**src/rtl/if_pkg.sv**
```systemverilog
// if_pkg: state encoding, PC-source selects and default timeout shared by the fetch controller
package if_pkg;
  typedef enum logic [2:0] {ST_BOOT, ST_FETCH, ST_WAIT, ST_DRAIN, ST_ERR} state_t;
  localparam logic [1:0] PCSEL_INC   = 2'b00;
  localparam logic [1:0] PCSEL_BR    = 2'b01;
  localparam logic [1:0] PCSEL_SAVED = 2'b10;
  localparam logic [1:0] PCSEL_RST   = 2'b11;
  localparam int unsigned TIMEOUT_DEF = 16;
endpackage

```
**src/rtl/if_fetch_wdt.sv**
```systemverilog
// if_fetch_wdt: counts cycles of an unacknowledged memory request and flags the last allowed one
module if_fetch_wdt import if_pkg::*; #(
  parameter int unsigned TIMEOUT = TIMEOUT_DEF
) (
  input  logic clk,
  input  logic reset,
  input  logic run,
  output logic expired
);
  localparam logic [7:0] LIMIT = 8'(TIMEOUT - 1);
  logic [7:0] cnt_q, cnt_d;
  always_comb cnt_d = run ? cnt_q + 8'd1 : 8'd0;
  always_ff @(posedge clk) cnt_q <= reset ? 8'd0 : cnt_d;
  assign expired = cnt_q == LIMIT;
endmodule

```
**src/rtl/if_fetch_ctrl.sv**
```systemverilog
// if_fetch_ctrl: IF-stage fetch/redirect FSM; IF_FETCH_PERF_EN adds stall_cnt/wait_cnt counters
module if_fetch_ctrl import if_pkg::*; #(
  parameter logic [31:0] RESET_VECTOR = 32'h0000_0000,
  parameter int unsigned TIMEOUT      = TIMEOUT_DEF
) (
  input  logic        clk,
  input  logic        reset,
  input  logic        PCSrc,
  input  logic [31:0] MEM_Latch,
  input  logic        stall,
  input  logic        mem_ack,
  output logic        mem_req,
  output logic        pc_we,
  output logic [1:0]  pc_sel,
  output logic [31:0] saved_target,
  output logic        latch_we,
  output logic        latch_flush,
  output logic        fetch_err
`ifdef IF_FETCH_PERF_EN
  ,
  output logic [31:0] stall_cnt,
  output logic [31:0] wait_cnt
`endif
);
  state_t state_q, state_d;
  logic [31:0] saved_q, saved_d;
  logic err_q, err_d;
  logic in_wait, expired, timeout, stalled_ack;
  // the PC mux sits outside; RESET_VECTOR names the value pc_sel=11 picks there
  logic unused_rst_vec;
  assign unused_rst_vec = ^RESET_VECTOR;
  assign in_wait = state_q == ST_WAIT || state_q == ST_DRAIN;
  assign timeout = in_wait && !mem_ack && expired;
  assign stalled_ack = (state_q == ST_FETCH || state_q == ST_WAIT) && mem_ack && stall && !PCSrc && !reset;
  if_fetch_wdt #(.TIMEOUT(TIMEOUT)) u_wdt (
    .clk     (clk),
    .reset   (reset),
    .run     (in_wait && state_d == state_q),
    .expired (expired)
  );
  always_ff @(posedge clk) begin
    state_q <= state_d;
    saved_q <= saved_d;
    err_q   <= err_d;
  end
  always_comb begin
    case (state_q)
      ST_BOOT:  state_d = ST_FETCH;
      ST_FETCH: state_d = (PCSrc || mem_ack) ? ST_FETCH : ST_WAIT;
      ST_WAIT:  state_d = mem_ack ? ST_FETCH : timeout ? ST_ERR : PCSrc ? ST_DRAIN : ST_WAIT;
      ST_DRAIN: state_d = mem_ack ? ST_FETCH : timeout ? ST_ERR : ST_DRAIN;
      default:  state_d = ST_ERR;
    endcase
    if (reset) state_d = ST_BOOT;
  end
  // a branch seen while a request is in flight is parked; the youngest one wins
  always_comb begin
    saved_d = reset ? 32'd0
            : (PCSrc && (state_q == ST_DRAIN || (state_q == ST_WAIT && !mem_ack))) ? MEM_Latch : saved_q;
    err_d   = !reset && (err_q || timeout);
  end
  always_comb begin
    mem_req     = 1'b0;
    pc_we       = 1'b0;
    pc_sel      = PCSEL_INC;
    latch_we    = 1'b0;
    latch_flush = 1'b0;
    case (state_q)
      ST_BOOT: begin
        pc_we       = 1'b1;
        pc_sel      = PCSEL_RST;
        latch_flush = 1'b1;
      end
      ST_FETCH, ST_WAIT: begin
        mem_req = 1'b1;
        if (PCSrc && (mem_ack || state_q == ST_FETCH)) begin
          pc_we       = 1'b1;
          pc_sel      = PCSEL_BR;
          latch_flush = 1'b1;
        end else if (mem_ack && !stall) begin
          pc_we    = 1'b1;
          latch_we = 1'b1;
        end
      end
      ST_DRAIN: begin
        mem_req     = 1'b1;
        pc_we       = mem_ack;
        latch_flush = mem_ack;
        pc_sel      = PCSrc ? PCSEL_BR : PCSEL_SAVED;
      end
      default: ;
    endcase
    if (reset) begin
      mem_req     = 1'b0;
      pc_we       = 1'b0;
      latch_we    = 1'b0;
      latch_flush = 1'b1;
      pc_sel      = PCSEL_RST;
    end
  end
  assign saved_target = saved_q;
  assign fetch_err    = err_q;
`ifdef IF_FETCH_PERF_EN
  logic [31:0] stall_cnt_q, stall_cnt_d, wait_cnt_q, wait_cnt_d;
  always_comb begin
    stall_cnt_d = reset ? 32'd0 : stall_cnt_q + 32'(stalled_ack && ~&stall_cnt_q);
    wait_cnt_d  = reset ? 32'd0 : wait_cnt_q + 32'(in_wait && ~&wait_cnt_q);
  end
  always_ff @(posedge clk) begin
    stall_cnt_q <= stall_cnt_d;
    wait_cnt_q  <= wait_cnt_d;
  end
  assign stall_cnt = stall_cnt_q;
  assign wait_cnt  = wait_cnt_q;
`else
  logic unused_perf;
  assign unused_perf = stalled_ack;
`endif
endmodule

```
**config.mk**
```make
export PLATFORM = sky130hd
export DESIGN_NAME = if_fetch_ctrl
export DESIGN_NICKNAME = d
export VERILOG_FILES = /design/src/rtl/if_pkg.sv /design/src/rtl/if_fetch_wdt.sv /design/src/rtl/if_fetch_ctrl.sv
export SDC_FILE = /design/constraint.sdc
export NUM_CORES = 1
export LEC_CHECK = 0
export ABC_AREA = 1
export CAP_MARGIN = 20
export CORE_AREA = 2 2 71 73
export DETAILED_ROUTE_END_ITERATION = 10
export DIE_AREA = 0 0 73 75
export PLACE_DENSITY = 0.86
export SYNTH_ARGS = -nofsm -noshare
export SYNTH_HDL_FRONTEND = slang
export SYNTH_SLANG_ARGS = --single-unit
```
**constraint.sdc**
```tcl
create_clock -name clk -period 2.1 [get_ports clk]
set_input_delay 0.42 -clock clk [delete_from_list [all_inputs] [get_ports clk]]
set_output_delay 0.42 -clock clk [all_outputs]
set_load 0.01 [all_outputs]
```
==> flow_metrics.tcl <==
set metrics [dict create \
    run_status "completed" \
    p_int_mw 1.34 \
    drive_gt1_share_pct 12.2 \
    ant_nets 0 \
    total_power_mw 1.73 \
    maxSlewViolCount 0 \
    hold_class "reg2reg" \
    grt_setup_unrepaired "no" \
    ys_seq_area_share_pct 48.5 \
    path_clk_slew_ns 0.08 \
    worstReg2RegEnd "u_wdt.cnt_q[2]$_SDFF_PP0_" \
    crit_chain "clkdlybuf4s50_1, inv_1, a21oi_2, nand3b_1, nor2_1, dlygate4sd2_1" \
    post_dp_cell_area_um2 2630 \
    ff2ff_path_depth 9 \
    num_rows 25 \
    crit_buf_inv 3 \
    switching_share_pct 22.5 \
    fin_area_um2 2740 \
    via_count 1705 \
    cts_tree "yes" \
    max_freq_ghz 0.501 \
    fin_crit_sh_pct 95.1 \
    path_delay_family "buffers and inverters" \
    slowest_delay_ns 0.48 \
    p_comb_share_pct 13.9 \
    wl_mm 4.32 \
    synth_area_leaders "dfxtp_1 48%, nor2_1 15%, o21ai_0 8.0%, buf_6 3.7%, nand2_1 3.3%" \
    skew_ns 0.00717 \
    synth_cells 228 \
    syn_area_um2 1820 \
    min_from "fetch_err$_DFF_P_" \
    cap_violations 0 \
    antenna_cells 0 \
    reg2reg_setup_slack_ns 0.65 \
    via_per_inst 4.66 \
    initial_core_util_pct 39.0 \
    clk_path_buf_depth 2 \
    p_leak_nw 1.05 \
    clock-sinks 44 \
    endpoint_kind "output port" \
    ys_ff_latch 44 \
    ys_warn_count 0 \
    wl_per_cell_um 11.8 \
    worst-slew-pin-transition_ns 0.305 \
    die_y_um 75 \
    start_kind "primary input" \
    grt_pass1_vias 1641 \
    drc 0 \
    p_sw_mw 0.389 \
    synth.top_cell.area_share_pct 48.5 \
    cp_slowest_cell "clkdlybuf4s50_1" \
    dr.pass1.iters 4 \
    dieArea_um2 5480 \
    grt_usage_pct 16.6 \
    syn_to_final_growth_pct 50.7 \
    nets 349 \
    synth.distinct_cells 25 \
    die_w_um 73 \
    cts_buffers 5 \
    clk_latency_ns 0.29 \
    setup_viol_count_final 0 \
    core_area_um2 4660 \
    gp_congestion 0.860 \
    fillers 459 \
    timing.rr.start "u_wdt.cnt_q[0]$_SDFF_PP0_" \
    grt_overflow_total 0 \
    grt_max_degree 33 \
    avgSynthCellArea_um2 7.97 \
    cts-root-buf "clkbuf_8" \
    holdPathStages 2 \
    cp_max_fo 3 \
    grt_antenna_before_repair 0 \
    synth_top_area_cell "dfxtp_1" \
    vdd_drop_max_uv 329 \
    io_pins 76 \
    hold_violations 0 \
    dp.final_hpwl_mm 3.19 \
    critPathKind "in2out" \
    p_clk_share_pct 36.2 \
    power_density_nw_per_um2 633 \
    layout_min_cycle_time_ns 2.00 \
    cts_max_level 2 \
    worstPathRequired_ns 1.68 \
    seqPwrFrac_pct 49.9 \
    synth_fp_nets 266 \
    grt_pass1_wl_mm 7.11 \
    whs_endpoint "fetch_err$_DFF_P_" \
    max_slew_margin_pct 79.5 \
    portBuffers 75 \
    drtIter0Drc 80 \
    cp.arrival_ns 1.58 \
]
-- power by group through the flow --
| stage | Clock [mW] | Sequential [mW] | Combinational [mW] |
|---|---|---|---|
| 2_1_floorplan | 0 | 0.892 | 0.0918 |
| 3_3_place_gp | 0 | 0.883 | 0.243 |
| 3_5_place_dp | 0 | 0.884 | 0.246 |
| 4_1_cts | 0.648 | 0.864 | 0.243 |
| 5_1_grt | 0.684 | 0.867 | 0.264 |
| 6_report | 0.628 | 0.864 | 0.241 |
-- worst max path at each step --
| stage | start | end | slack [ns] | cells after the start |
|---|---|---|---|---|
| final | mem_ack | latch_we | 0.10 | 6 |
| after global routing | PCSrc | latch_flush | 0.005 | 6 |
| after CTS | reset | mem_req | 0.003 | 4 |
| after detailed placement | mem_ack | pc_we | -0.27 | 8 |
| after global placement | mem_ack | pc_we | -0.27 | 8 |
| after floorplan | state_q[1]$_DFF_P_ | pc_we | 0.60 | 7 |
-- per-stage QoR --
stage / TNS, ns / util [%] / cells / hold WS (ns) / setup slack (ns)
2_1_floorplan: 0 / - / 228 / 0.428 / 0.599
3_3_place_gp: -0.747 / 56.5 / 358 / 0.440 / -0.268
3_5_place_dp: -0.769 / 56.5 / 358 / 0.441 / -0.269
4_1_cts: 0 / 58.8 / 366 / 0.457 / 0.00293
5_1_grt: 0 / 58.7 / 366 / 0.489 / 0.00503
6_report: 0 / 58.7 / 366 / 0.457 / 0.102
-- final cells by class --
type | count | area [um2] | area share (%)
Sequential cell | 44 | 881 | 32.2
Timing Repair Buffer | 86 | 826 | 30.2
Multi-Input combinational cell | 162 | 808 | 29.5
Clock buffer | 6 | 72.6 | 2.65
Tap cell | 54 | 67.6 | 2.47
Inverter | 12 | 47.5 | 1.74
Clock inverter | 2 | 35.0 | 1.28
-- flip-flops by register name, summed over array words and instances, names as in the netlist --
register and flops:
fetch_err 1, saved_target 32, state_q 3, u_wdt.cnt_q 8
-- synthesized netlist by cell type --
library cell  count
nor2_1           73
dfxtp_1          44
o21ai_0          29
nand2_1          16
inv_1             9
nor2_2            8
a21oi_1           6
buf_6             6
nand3_1           6
o21ai_1           5
xor2_1            4
clkbuf_1          3
nand4_1           3
inv_2             2
nand2_4           2
nor2_4            2
xnor2_1           2
buf_2             1
ha_1              1
inv_4             1
nand3_2           1
nand3b_1          1
nor2_8            1
o21ai_4           1
o31ai_1           1
-- placed cells by master, fill, tap and decap left out, types with 2 or more instances in the layout --
master and n:
a21oi_1 5, buf_4 11, clkbuf_8 5, clkdlybuf4s50_1 69, dfxtp_1 44, dlygate4sd2_1 4
inv_1 9, inv_2 2, nand2_1 16, nand2_4 2, nand3_1 6, nand4_1 3
nor2_1 73, nor2_2 8, nor2_4 2, o21ai_0 29, o21ai_1 5, xnor2_1 2
xor2_1 4
-- worst reg2reg max path, delay by kind of cell, from the launching register on --
| kind | cells | cell delay, ns |
|---|---|---|
| adder cells (fa/ha/maj) | 1 | 0.20 |
| AND/OR/NAND/NOR | 8 | 0.79 |
| flip-flops | 1 | 0.38 |
-- logic make-up after synthesis --
family          synth area share (%)
simple gates                    28.4
buf+inv                         7.23
compound gates                  12.3
fa+ha+maj                      0.689
xor+xnor                        2.89
flops                           48.5
-- routing by layer --
| layer | vias up | global-route usage (%) | share of wire (%) |
|---|---|---|---|
| li1 | 886 | - | - |
| met1 | 763 | 18.7 | 41 |
| met2 | 50 | 30.3 | 52 |
| met3 | 6 | 4.82 | 5.3 |
| met4 | 0 | 4.94 | 0.95 |
| met5 | - | 0 | 0 |
-- timing repair --
| action | in CTS | in global routing |
|---|---|---|
| hold buffers | 0 | 0 |
| setup buffers | 0 | 0 |
| gates resized for setup | 6 | 3 |
| endpoints found under the setup margin | 5 | 2 |
| pin swaps | 0 | 0 |
Note: power is estimated with default switching activity, not from simulation.
